`src/rtl/prog_loader.sv`:
```
// Program-memory load sequencer: turns a load command plus a word stream into
// single-cycle writes on the programming mux port, with optional broadcast replay.
module prog_loader #(
  parameter int unsigned LOG_CORES   = 2,
  parameter int unsigned PC_WIDTH    = 3,
  parameter int unsigned INSTR_WIDTH = 16
) (
  input  logic                   clk,
  input  logic                   rst_n,
  input  logic                   cmd_valid,
  output logic                   cmd_ready,
  input  logic [LOG_CORES-1:0]   cmd_core,
  input  logic                   cmd_bcast,
  input  logic [PC_WIDTH-1:0]    cmd_addr,
  input  logic [PC_WIDTH-1:0]    cmd_len,
  input  logic                   abort,
  input  logic                   din_valid,
  output logic                   din_ready,
  input  logic [INSTR_WIDTH-1:0] din_data,
  output logic                   we,
  output logic [LOG_CORES-1:0]   sel,
  output logic [PC_WIDTH-1:0]    waddr,
  output logic [INSTR_WIDTH-1:0] wdata,
  output logic                   busy,
  output logic                   done
);

  typedef enum logic [1:0] {StIdle, StLoad, StBcast} state_e;

  state_e                 state_q, state_d;
  logic [PC_WIDTH-1:0]    addr_q, addr_d;
  logic [PC_WIDTH-1:0]    rem_q, rem_d;
  logic [LOG_CORES-1:0]   core_q, core_d;
  logic                   bcast_q, bcast_d;
  logic [INSTR_WIDTH-1:0] data_q, data_d;
  logic [LOG_CORES-1:0]   cnt_q, cnt_d;
  logic                   we_d, done_d;
  logic [LOG_CORES-1:0]   sel_d;
  logic [PC_WIDTH-1:0]    waddr_d;
  logic [INSTR_WIDTH-1:0] wdata_d;

  assign cmd_ready = (state_q == StIdle);
  assign din_ready = (state_q == StLoad) && !abort;
  assign busy      = (state_q != StIdle);

  always_comb begin
    state_d = state_q;
    addr_d  = addr_q;
    rem_d   = rem_q;
    core_d  = core_q;
    bcast_d = bcast_q;
    data_d  = data_q;
    cnt_d   = cnt_q;
    we_d    = 1'b0;
    sel_d   = '0;
    waddr_d = '0;
    wdata_d = '0;
    done_d  = 1'b0;
    if (abort) begin
      state_d = StIdle;
    end else begin
      unique case (state_q)
        StIdle: begin
          if (cmd_valid) begin
            core_d  = cmd_core;
            bcast_d = cmd_bcast;
            addr_d  = cmd_addr;
            rem_d   = cmd_len;
            state_d = StLoad;
          end
        end
        StLoad: begin
          if (din_valid) begin
            we_d    = 1'b1;
            waddr_d = addr_q;
            wdata_d = din_data;
            if (bcast_q) begin
              // Core 0 is written now; cores 1..CORES-1 are replayed from data_q.
              sel_d   = '0;
              data_d  = din_data;
              cnt_d   = LOG_CORES'(1);
              state_d = StBcast;
            end else begin
              sel_d  = core_q;
              addr_d = addr_q + PC_WIDTH'(1);
              if (rem_q == '0) begin
                done_d  = 1'b1;
                state_d = StIdle;
              end else begin
                rem_d = rem_q - PC_WIDTH'(1);
              end
            end
          end
        end
        StBcast: begin
          we_d    = 1'b1;
          sel_d   = cnt_q;
          waddr_d = addr_q;
          wdata_d = data_q;
          if (&cnt_q) begin
            addr_d = addr_q + PC_WIDTH'(1);
            if (rem_q == '0) begin
              done_d  = 1'b1;
              state_d = StIdle;
            end else begin
              rem_d   = rem_q - PC_WIDTH'(1);
              state_d = StLoad;
            end
          end else begin
            cnt_d = cnt_q + LOG_CORES'(1);
          end
        end
        default: state_d = StIdle;
      endcase
    end
  end

  always_ff @(posedge clk or negedge rst_n) begin
    if (!rst_n) begin
      state_q <= StIdle;
      addr_q  <= '0;
      rem_q   <= '0;
      core_q  <= '0;
      bcast_q <= 1'b0;
      data_q  <= '0;
      cnt_q   <= '0;
      we      <= 1'b0;
      sel     <= '0;
      waddr   <= '0;
      wdata   <= '0;
      done    <= 1'b0;
    end else begin
      state_q <= state_d;
      addr_q  <= addr_d;
      rem_q   <= rem_d;
      core_q  <= core_d;
      bcast_q <= bcast_d;
      data_q  <= data_d;
      cnt_q   <= cnt_d;
      we      <= we_d;
      sel     <= sel_d;
      waddr   <= waddr_d;
      wdata   <= wdata_d;
      done    <= done_d;
    end
  end

endmodule
```
`config.mk`:
```
export PLATFORM = sky130hd
export DESIGN_NAME = prog_loader
export DESIGN_NICKNAME = d
export VERILOG_FILES = /design/src/rtl/prog_loader.sv
export SDC_FILE = /design/constraint.sdc
export NUM_CORES = 1
export LEC_CHECK = 0
export BUFFER_PORTS_ARGS = -buffer_cell sky130_fd_sc_hd__clkbuf_2
export CAP_MARGIN = 20
export CELL_PAD_IN_SITES_DETAIL_PLACEMENT = 1
export CELL_PAD_IN_SITES_GLOBAL_PLACEMENT = 1
export CORE_MARGIN = 1.5
export CORE_UTILIZATION = 44
export DETAILED_ROUTE_END_ITERATION = 12
export PLACE_DENSITY_LB_ADDON = 0.1
export SYNTH_ARGS = -nofsm -noshare
export SYNTH_HDL_FRONTEND = slang
export SYNTH_SLANG_ARGS = --single-unit
```
`constraint.sdc`:
```
create_clock -name clk -period 3.4 [get_ports clk]
set_input_delay 0.85 -clock clk [delete_from_list [all_inputs] [get_ports clk]]
set_output_delay 0.85 -clock clk [all_outputs]
set_load 0.03 [all_outputs]
```
# ---- Yosys cells after proc, flatten, opt, wreduce, memory -nomap -nowiden
# Index checks and enable logic that the tools add are counted.
dict set report word_totals {
  latchBits 0
  reg_bits 52
  romBits 0
  mem_count 0
  ram_bits 0
}
dict set report op_classes {
  n_bitwise 1
  n_reduce_logical 13
  n_div 0
  eq_ne 12
  mul 0
  order_cmp 0
  mux 42
  shifts 0
  n_addsub 3
}
# cell count
set ops {}
lappend ops {{3-bit 2-to-1 mux} 11}
lappend ops {{16-bit 2-to-1 mux} 2}
lappend ops {{16-bit case mux with 2 select lines} 1}
lappend ops {{2-bit 2-to-1 mux} 12}
lappend ops {{3-bit case mux with 3 select lines} 2}
lappend ops {{2-bit != test (second input constant)} 6}
lappend ops {{1-bit 2-to-1 mux} 8}
lappend ops {{2-bit case mux with 2 select lines} 2}
lappend ops {{4-bit AND reduction} 2}
lappend ops {{3-bit != test (second input constant)} 2}
lappend ops {{2-bit case mux with 3 select lines} 1}
lappend ops {{3-bit case mux with 2 select lines} 1}
lappend ops {{6-bit AND reduction} 1}
lappend ops {{5-bit AND reduction} 1}
lappend ops {{4-bit by 3-bit != test with 1-bit output (second input constant)} 1}
lappend ops {{1-bit case mux with 2 select lines} 2}
lappend ops {{2-bit nonzero test} 2}
lappend ops {{3-bit by 1-bit adder with 3-bit output (second input constant)} 1}
lappend ops {{3-bit zero test} 1}
lappend ops {{3-bit by 2-bit != test with 1-bit output (second input constant)} 1}
lappend ops {{3-bit AND reduction} 1}
lappend ops {{3-bit nonzero test} 1}
lappend ops {{3-bit by 1-bit subtractor with 3-bit output (second input constant)} 1}
lappend ops {{2-bit by 1-bit adder with 2-bit output (second input constant)} 1}
lappend ops {{7 further kinds} 7}

# ---- Logic depth before layout (Yosys ltp)
# Gate-level depths: netlist of run 1.
dict set report depth {
  depth_word 6
  ltp_mapped 8
  depth_no_buf 6
}

# ---- Worst setup path before layout of run 1
# No wires, ideal clock.
dict set report synth_path {
  path_type {input-to-output}
  start {in abort}
  end {out din_ready}
  path_stages 1
  setup_slack_ns 1.249
  path_buffers 0
  t_required_ns 2.550
  arrival_ns 1.301
  cell_sequence {nor2b_1}
}
dict set report synth_between {
  elab_chain_len 2
}
# element line
set synth_lines {}
lappend synth_lines {{start: declaration} 16} ;# input logic abort,
lappend synth_lines {{1-bit zero test} 43} ;# assign din_ready = (state_q == StLoad) && !abort;
lappend synth_lines {{1-bit logical AND} 43}
lappend synth_lines {{end: declaration} 18} ;# output logic din_ready,
# No other way between the ends.

# ---- Worst setup path after layout of run 1
dict set report layout_path {
  start {reg state_q[1]}
  end {out din_ready}
}
dict set report layout_between {
  elab_chain_len 2
}
# element line
set layout_lines {}
lappend layout_lines {{start: declaration} 30} ;# state_e state_q, state_d;
lappend layout_lines {{start signal: assignment} 120} ;# state_q <= StIdle;
lappend layout_lines {{start signal: assignment} 133} ;# state_q <= state_d;
lappend layout_lines {{2-bit by 1-bit equality test with 1-bit output} 43}
lappend layout_lines {{1-bit logical AND} 43}
# No other way between the ends.

==> summary.md, run 1 <==
| Metric | Value |
|---|---|
| Outcome | `finished clean` |
| Count of final setup violators | `0` |
| Routability Congestion | `0.7327` |
| Crit start category | `flop` |
| Slew headroom | `approximately 41%` |
| Antenna Cells | `0` |
| Post-synth EDFFs | `0` |
| CTS root buffer | `clkbuf_8` |
| Most frequent cells in the layout | `55 x clkbuf_2, 52 x dfrtp_1, 25 x nor2_1` |
| Max Fclk | `431.4 MHz` |
| Postcts setup bufs | `0` |
| Top FF cell, synth | `dfrtp_1` |
| Cell taking the most area after synthesis | `dfrtp_1` |
| Grt total ovfl | `0` |
| Area Growth Syn to Fin | `18.35%` |
| Switching portion of total power | `a little under two fifths` |
| Max Cap Viol | `0` |
| Critical Path AT | `1.47 ns` |
| Antenna Violating Nets Remaining | `0` |
| Worst Path Max Fanout | `5` |
| Clock latency on the worst-skew pair | `approximately 0.31 ns` |
| Async S/R FF share, synth | `100.0%` |
| RSZ-0062 raised after global routing | `no` |
| IO Port Bufs | `55` |
| Routed len/inst | `15.73 µm` |
| Setup_tns | `0 ns` |
| Routed vias | `between 1,500 and 2,000` |
| Synth area leaders | `dfrtp_1 56%, mux2_2 8.2%, a22oi_1 5.5%` |
| Die height | `75.90 µm` |
| Worst vdd ir | `321.9 µV` |
| WP data required | `2.55 ns` |
| Synth Register Bits | `52` |
| Hold-fix buffers, CTS | `0` |
| Drt pass-1 iters | `4` |
| Hold slack final | `0.5021 ns` |
| Largest net degree at the start of global routing | `36` |
| DRT iter0 DRCs | `68` |
| Via/cell ratio | `5.216` |
| First-pass GRT wire length | `9.032 mm` |
| Final Hold Fails | `0` |
| Min Tclk post-route | `2.318 ns` |
| Share of cells above drive strength 1 | `34.50%` |
| Vias in the first global route | `1,899` |
| Gr usage total | `19.58%` |
| Internal Pwr Total | `between 0.001 and 0.0015 W` |
| Crit share post-route | `68.18%` |
| Finished Core Util | `54.19%` |
| H-tree levels | `2` |
| CTS buffer count | `5` |
| Row count | `26` |
| Synth Instances | `200` |
| Sequential share of the synthesized area | `55.64%` |
| PD cells | `between 700 and 800 nW/µm²` |
| P_leak | `1.352 nW` |
| Chip Width | `75.90 µm` |
| CP Capture Type | `output port` |
| Post-synth top area share | `55.64%` |
| Commonest non-fill, non-tap cell in the layout | `clkbuf_2` |
| Detailed placer's ending HPWL | `3.693 mm` |
| Seq pwr share | `44.9%` |
| Synth Cell Area | `2338 µm²` |
| Core ar. | `5107 µm²` |
| Mean Syn Cell Area | `11.69 µm²` |
| HP Class | `reg2reg` |
| Psw | `0.0007655 W` |
| Layout Skew | `0.002626 ns` |
| Comb power frac | `37.8%` |
| Max clock buf depth | `2` |
| Post_cts resized | `0` |
| Critical path class | `reg2out` |
| Actual slew at the worst max-slew pin | `0.8885 ns` |
| Fin nets | `295` |
| Initial cell density of the core | `45.79%` |
| Initial antenna violation count | `0` |
| Post-synth cell types | `33` |
| Remaining DRCs | `0` |
| Clock tree from TritonCTS | `done` |
| Clk slew on worst S/H paths | `roughly 0.09 ns` |
| Yosys warns | `0` |
| I/O pin total | `56` |
| Post-Synthesis Net Count | `238` |
| Die ar. | `5761 µm²` |
| Fin. max-slew vios | `0` |
| Final WL | `5.159 mm` |
| Power share of the clock group | `17.3%` |
| CTS sink count | `52` |
-- synth_stat cells (all sizes together) (3+ instances only) --
| library cell | n |
|---|---|
| nor2b | 6 |
| buf | 4 |
| nand3b | 3 |
| nor3 | 5 |
| mux2 | 22 |
| a22oi | 17 |
| nand2 | 5 |
| and2 | 4 |
| nor2 | 25 |
| a211o | 4 |
| nand3 | 5 |
| ha | 8 |
| dfrtp | 52 |
| inv | 8 |
| o21ai | 9 |
| a21oi | 5 |
| clkbuf | 6 |
-- flip-flops by register name (all words and copies together), names as in the netlist --
signal and flops:
data_q 16, sel 2, done 1, cnt_q 2
waddr 3, we 1, wdata 16, bcast_q 1
core_q 2, addr_q 3, state_q 2, rem_q 3
-- worst max-delay path, stage by stage, from the launching register on --
cell	delay, ns
dfrtp_1	0.44
inv_1	0.10
ha_1	0.23
nor2b_1	0.17
clkbuf_2	0.22
-- metrics by stage --
stage                     area, µm²  setup slack, ns  instances  power, W
final                          2768            1.082        328  0.002029
after global routing           2768           0.9758        328  0.002186
after CTS                      2768            1.075        328  0.002061
after detailed placement       2681           0.9855        320  0.001704
after global placement         2681            1.023        320  0.001666
after floorplan                2338            1.249        200  0.001479
-- power by group through the flow --
stage | Sequential [W] | Combinational, W | Clock [W]
after floorplan | 0.000910 | 0.000570 | 0
after global placement | 0.000913 | 0.000753 | 0
after detailed placement | 0.000923 | 0.000781 | 0
after CTS | 0.000912 | 0.000784 | 0.000365
after global routing | 0.000936 | 0.000862 | 0.000388
final | 0.000910 | 0.000767 | 0.000352
-- metal layers --
layer  share of wire, %  global-route usage (%)
met5                  0                       0
met4                1.3                   5.926
met3                3.8                   4.819
met2                 51                   34.59
met1                 44                   23.64
-- kinds of logic (layout without fill, tap and decap cells) --
family | after synthesis | in the layout | synth area share [%]
buffers and inverters | 18 | 76 | 3.745
AND/OR/NAND/NOR | 60 | 60 | 13.96
adder cells (fa/ha/maj) | 8 | 8 | 4.281
multiplexers | 24 | 24 | 11.45
flip-flops | 52 | 52 | 55.64
AO/OA/AOI/OAI | 38 | 38 | 10.91
-- final cells by class --
cell class	count	area [µm²]
Fill cell	598	2340
Multi-Input combinational cell	130	949.7
Clock buffer	6	72.57
Tap cell	70	87.58
Clock inverter	2	13.76
Timing Repair Buffer	60	312.8
Sequential cell	52	1301
Inverter	8	30.03
-- path summary, 6_finish.rpt --
check                      startpoint        end  slack (ns)  cells after the start
max                        state_q[1]  din_ready        1.08                      4
min                         data_q[9]  data_q[9]        0.50                      1
max reg2reg                state_q[1]  data_q[2]        1.16                      7
min reg2reg                 data_q[9]  data_q[9]        0.50                      1
max in group asynchronous       rst_n   wdata[8]        1.98                      2
min in group asynchronous       rst_n   rem_q[2]        0.65                      1
No activity file was read; power rests on OpenSTA's default activity.
==> inputs of run 2 (changes only) <==
--- a/config.mk
+++ b/config.mk
@@ -10,7 +10,7 @@
 export CELL_PAD_IN_SITES_DETAIL_PLACEMENT = 1
 export CELL_PAD_IN_SITES_GLOBAL_PLACEMENT = 1
 export CORE_MARGIN = 1.5
-export CORE_UTILIZATION = 44
+export CORE_UTILIZATION = 41
 export DETAILED_ROUTE_END_ITERATION = 12
 export PLACE_DENSITY_LB_ADDON = 0.1
 export SYNTH_ARGS = -nofsm -noshare
==> constraint.sdc (replaced) <==
create_clock -name clk -period 2.26 [get_ports clk]
set_input_delay 0.565 -clock clk [delete_from_list [all_inputs] [get_ports clk]]
set_output_delay 0.565 -clock clk [all_outputs]
set_load 0.03 [all_outputs]
==> summary.md, run 2 (same netlist as run 1, synthesis figures left out) <==
| Metric | Value |
|---|---|
| P_leak | `1.370 nW (was 1.352 nW)` |
| Antenna Violating Nets Remaining | `0 (unchanged)` |
| WP data required | `1.69 ns (was 2.55 ns)` |
| Via/cell ratio | `5.180 (was 5.216)` |
| Pre-CTS setup slack | `0.2898 ns (was 0.9855 ns)` |
| Layout Skew | `0.007985 ns (was 0.002626 ns)` |
| Max Fclk | `493.2 MHz` |
| Layout filler cell count | `621 (was 598)` |
| Fin nets | `298 (was 295)` |
| Max Cap Viol | `0 (unchanged)` |
| Comb power frac | `38.0% (was 37.8%)` |
| Postcts setup bufs | `0 (unchanged)` |
| Max clock buf depth | `2 (unchanged)` |
| Internal Pwr Total | `0.001949 W (was 0.001263 W)` |
| Routed vias | `1,725 (was 1,711)` |
| Gr usage total | `17.86% (was 19.58%)` |
| Fin. max-slew vios | `0 (unchanged)` |
| Area of the multi-input gates | `949.7 µm² (unchanged)` |
| Detailed placer's ending HPWL | `3.668 mm (was 3.693 mm)` |
| R2R Path End | `addr_q[1] (was data_q[2])` |
| CTS root buffer | `clkbuf_8 (unchanged)` |
| HP Class | `in2async (was reg2reg)` |
| Commonest non-fill, non-tap cell in the layout | `clkbuf_2 (unchanged)` |
| Min Tclk post-route | `roughly 2.0 ns` |
| Row count | `27 (was 26)` |
| Power share of the clock group | `17.9% (was 17.3%)` |
| I/O pin total | `56 (unchanged)` |
| Largest regs | `data_q x16, wdata x16 (unchanged)` |
| Routability Congestion | `0.7213 (was 0.7327)` |
| R2r setup slk | `0.29 ns (was 1.16 ns)` |
| Routed len/inst | `15.39 µm (was 15.73 µm)` |
| Initial antenna violation count | `0 (unchanged)` |
| CP Capture Type | `output port (unchanged)` |
| CTS buffer count | `5 (unchanged)` |
| Actual slew at the worst max-slew pin | `0.4702 ns (was 0.8885 ns)` |
| Die ar. | `6165 µm² (was 5761 µm²)` |
| PD cells | `1101 nW/µm² (was 733.0 nW/µm²)` |
| Area post-placement | `2719 µm² (was 2681 µm²)` |
| First-pass GRT wire length | `8.500 mm (was 9.032 mm)` |
| IO Port Bufs | `55 (unchanged)` |
| Switching portion of total power | `37.05% (was 37.73%)` |
| Sequential standard cell area | `1301 µm² (unchanged)` |
| Psw | `0.001147 W (was 0.0007655 W)` |
| Post-layout instance area | `2813 µm² (was 2768 µm²)` |
| Seq pwr share | `44.0% (was 44.9%)` |
| Share of cells above drive strength 1 | `35.25% (was 34.50%)` |
| Worst r2r src | `state_q[0] (was state_q[1])` |
| Drt pass-1 iters | `4 (unchanged)` |
| Antenna Cells | `0 (unchanged)` |
| Critical Path AT | `1.46 ns (was 1.47 ns)` |
| Count of final setup violators | `0 (unchanged)` |
| RSZ-0062 raised after global routing | `no (unchanged)` |
| Clock tree from TritonCTS | `done (unchanged)` |
| Largest net degree at the start of global routing | `53 (was 36)` |
| Worst vdd ir | `506.6 µV (was 321.9 µV)` |
| Clk slew on worst S/H paths | `0.09 ns (about the same)` |
| Vias in the first global route | `1,791 (was 1,899)` |
| CTS sink count | `52 (unchanged)` |
| H-tree levels | `2 (unchanged)` |
| Slew headroom | `68.59% (was 40.76%)` |
| DRT iter0 DRCs | `89 (was 68)` |
| Final Hold Fails | `0 (unchanged)` |
| Core ar. | `5507 µm² (was 5107 µm²)` |
| Crit start category | `flop (unchanged)` |
| Post_cts resized | `0 (unchanged)` |
| Chip Width | `78.52 µm (was 75.90 µm)` |
| R2R depth | `6 (was 7)` |
| Final worst slack | `0.2325 ns (was 1.082 ns)` |
| Critical path class | `reg2out (unchanged)` |
| Remaining DRCs | `0 (unchanged)` |
| Final WL | `5.124 mm (was 5.159 mm)` |
| Setup_tns | `0 ns (unchanged)` |
| Hold-fix buffers, CTS | `0 (unchanged)` |
| Initial cell density of the core | `42.47% (was 45.79%)` |
| Crit share post-route | `89.71%` |
| Grt total ovfl | `0 (unchanged)` |
| Most frequent cells in the layout | `55 x clkbuf_2, 52 x dfrtp_1, 25 x nor2_1 (unchanged)` |
| Clock latency on the worst-skew pair | `0.30 ns (was 0.31 ns)` |
| Worst Path Max Fanout | `5 (unchanged)` |
| Outcome | `finished clean (unchanged)` |
| Area Growth Syn to Fin | `20.28% (was 18.35%)` |
| Die height | `78.52 µm (was 75.90 µm)` |
==> run 2: cell count changes in the layout (fill, tap and decap cells not counted) <==
cell and change:
inv_6 -1, buf_4 +2, clkinvlp_4 +1, buf_12 +1, clkbuf_8 +1, clkinv_2 -1
==> run 2: power by group through the flow <==
stage               clock network [W]  registers (W)  logic (W)
floorplan                           0        0.00137   0.000857
global placement                    0        0.00137    0.00117
detailed placement                  0        0.00138    0.00120
CTS                          0.000570        0.00136    0.00120
global route                 0.000611        0.00140    0.00132
finish                       0.000555        0.00136    0.00118
==> run 2: metal layers <==
layer	track usage, %	vias up	routed length, µm
li1	-	812	-
met1	23.07	865	2370
met2	29.74	40	2481
met3	4.302	8	205
met4	5.179	0	65
met5	0	-	0
==> run 2: area by class of cell <==
class	count	share of cell area, %
clock inverter	1	0.2669
inverter	8	1.068
sequential	52	46.26
tap	72	3.203
multi-input combinational	130	33.76
timing repair buffer	63	12.37
clock buffer	7	3.069
==> run 2: through the flow <==
stage	instances	hold slack [ns]	power [W]	utilization, %
CTS	333	0.2552	0.003133	51.08
detailed placement	325	0.4868	0.002577	49.38
global route	333	0.2571	0.003329	51.08
finish	333	0.2389	0.003095	51.08
floorplan	200	0.2694	0.002225	-
global placement	325	0.4755	0.002535	49.38
==> run 2: worst max path at each step <==
stage,depth (start not counted),endpoint,startpoint
6_report,4,din_ready,state_q[1]
3_5_place_dp,6,addr_q[1],state_q[0]
3_3_place_gp,6,addr_q[1],state_q[0]
4_1_cts,4,din_ready,state_q[1]
5_1_grt,4,din_ready,state_q[1]
2_1_floorplan,6,state_q[0],state_q[1]
==> run 2: critical path, cell delays in order, from the launching register on <==
cell and delay, ns:
dfrtp_1 0.43, inv_1 0.10, ha_1 0.22, nor2b_1 0.19, clkbuf_2 0.22
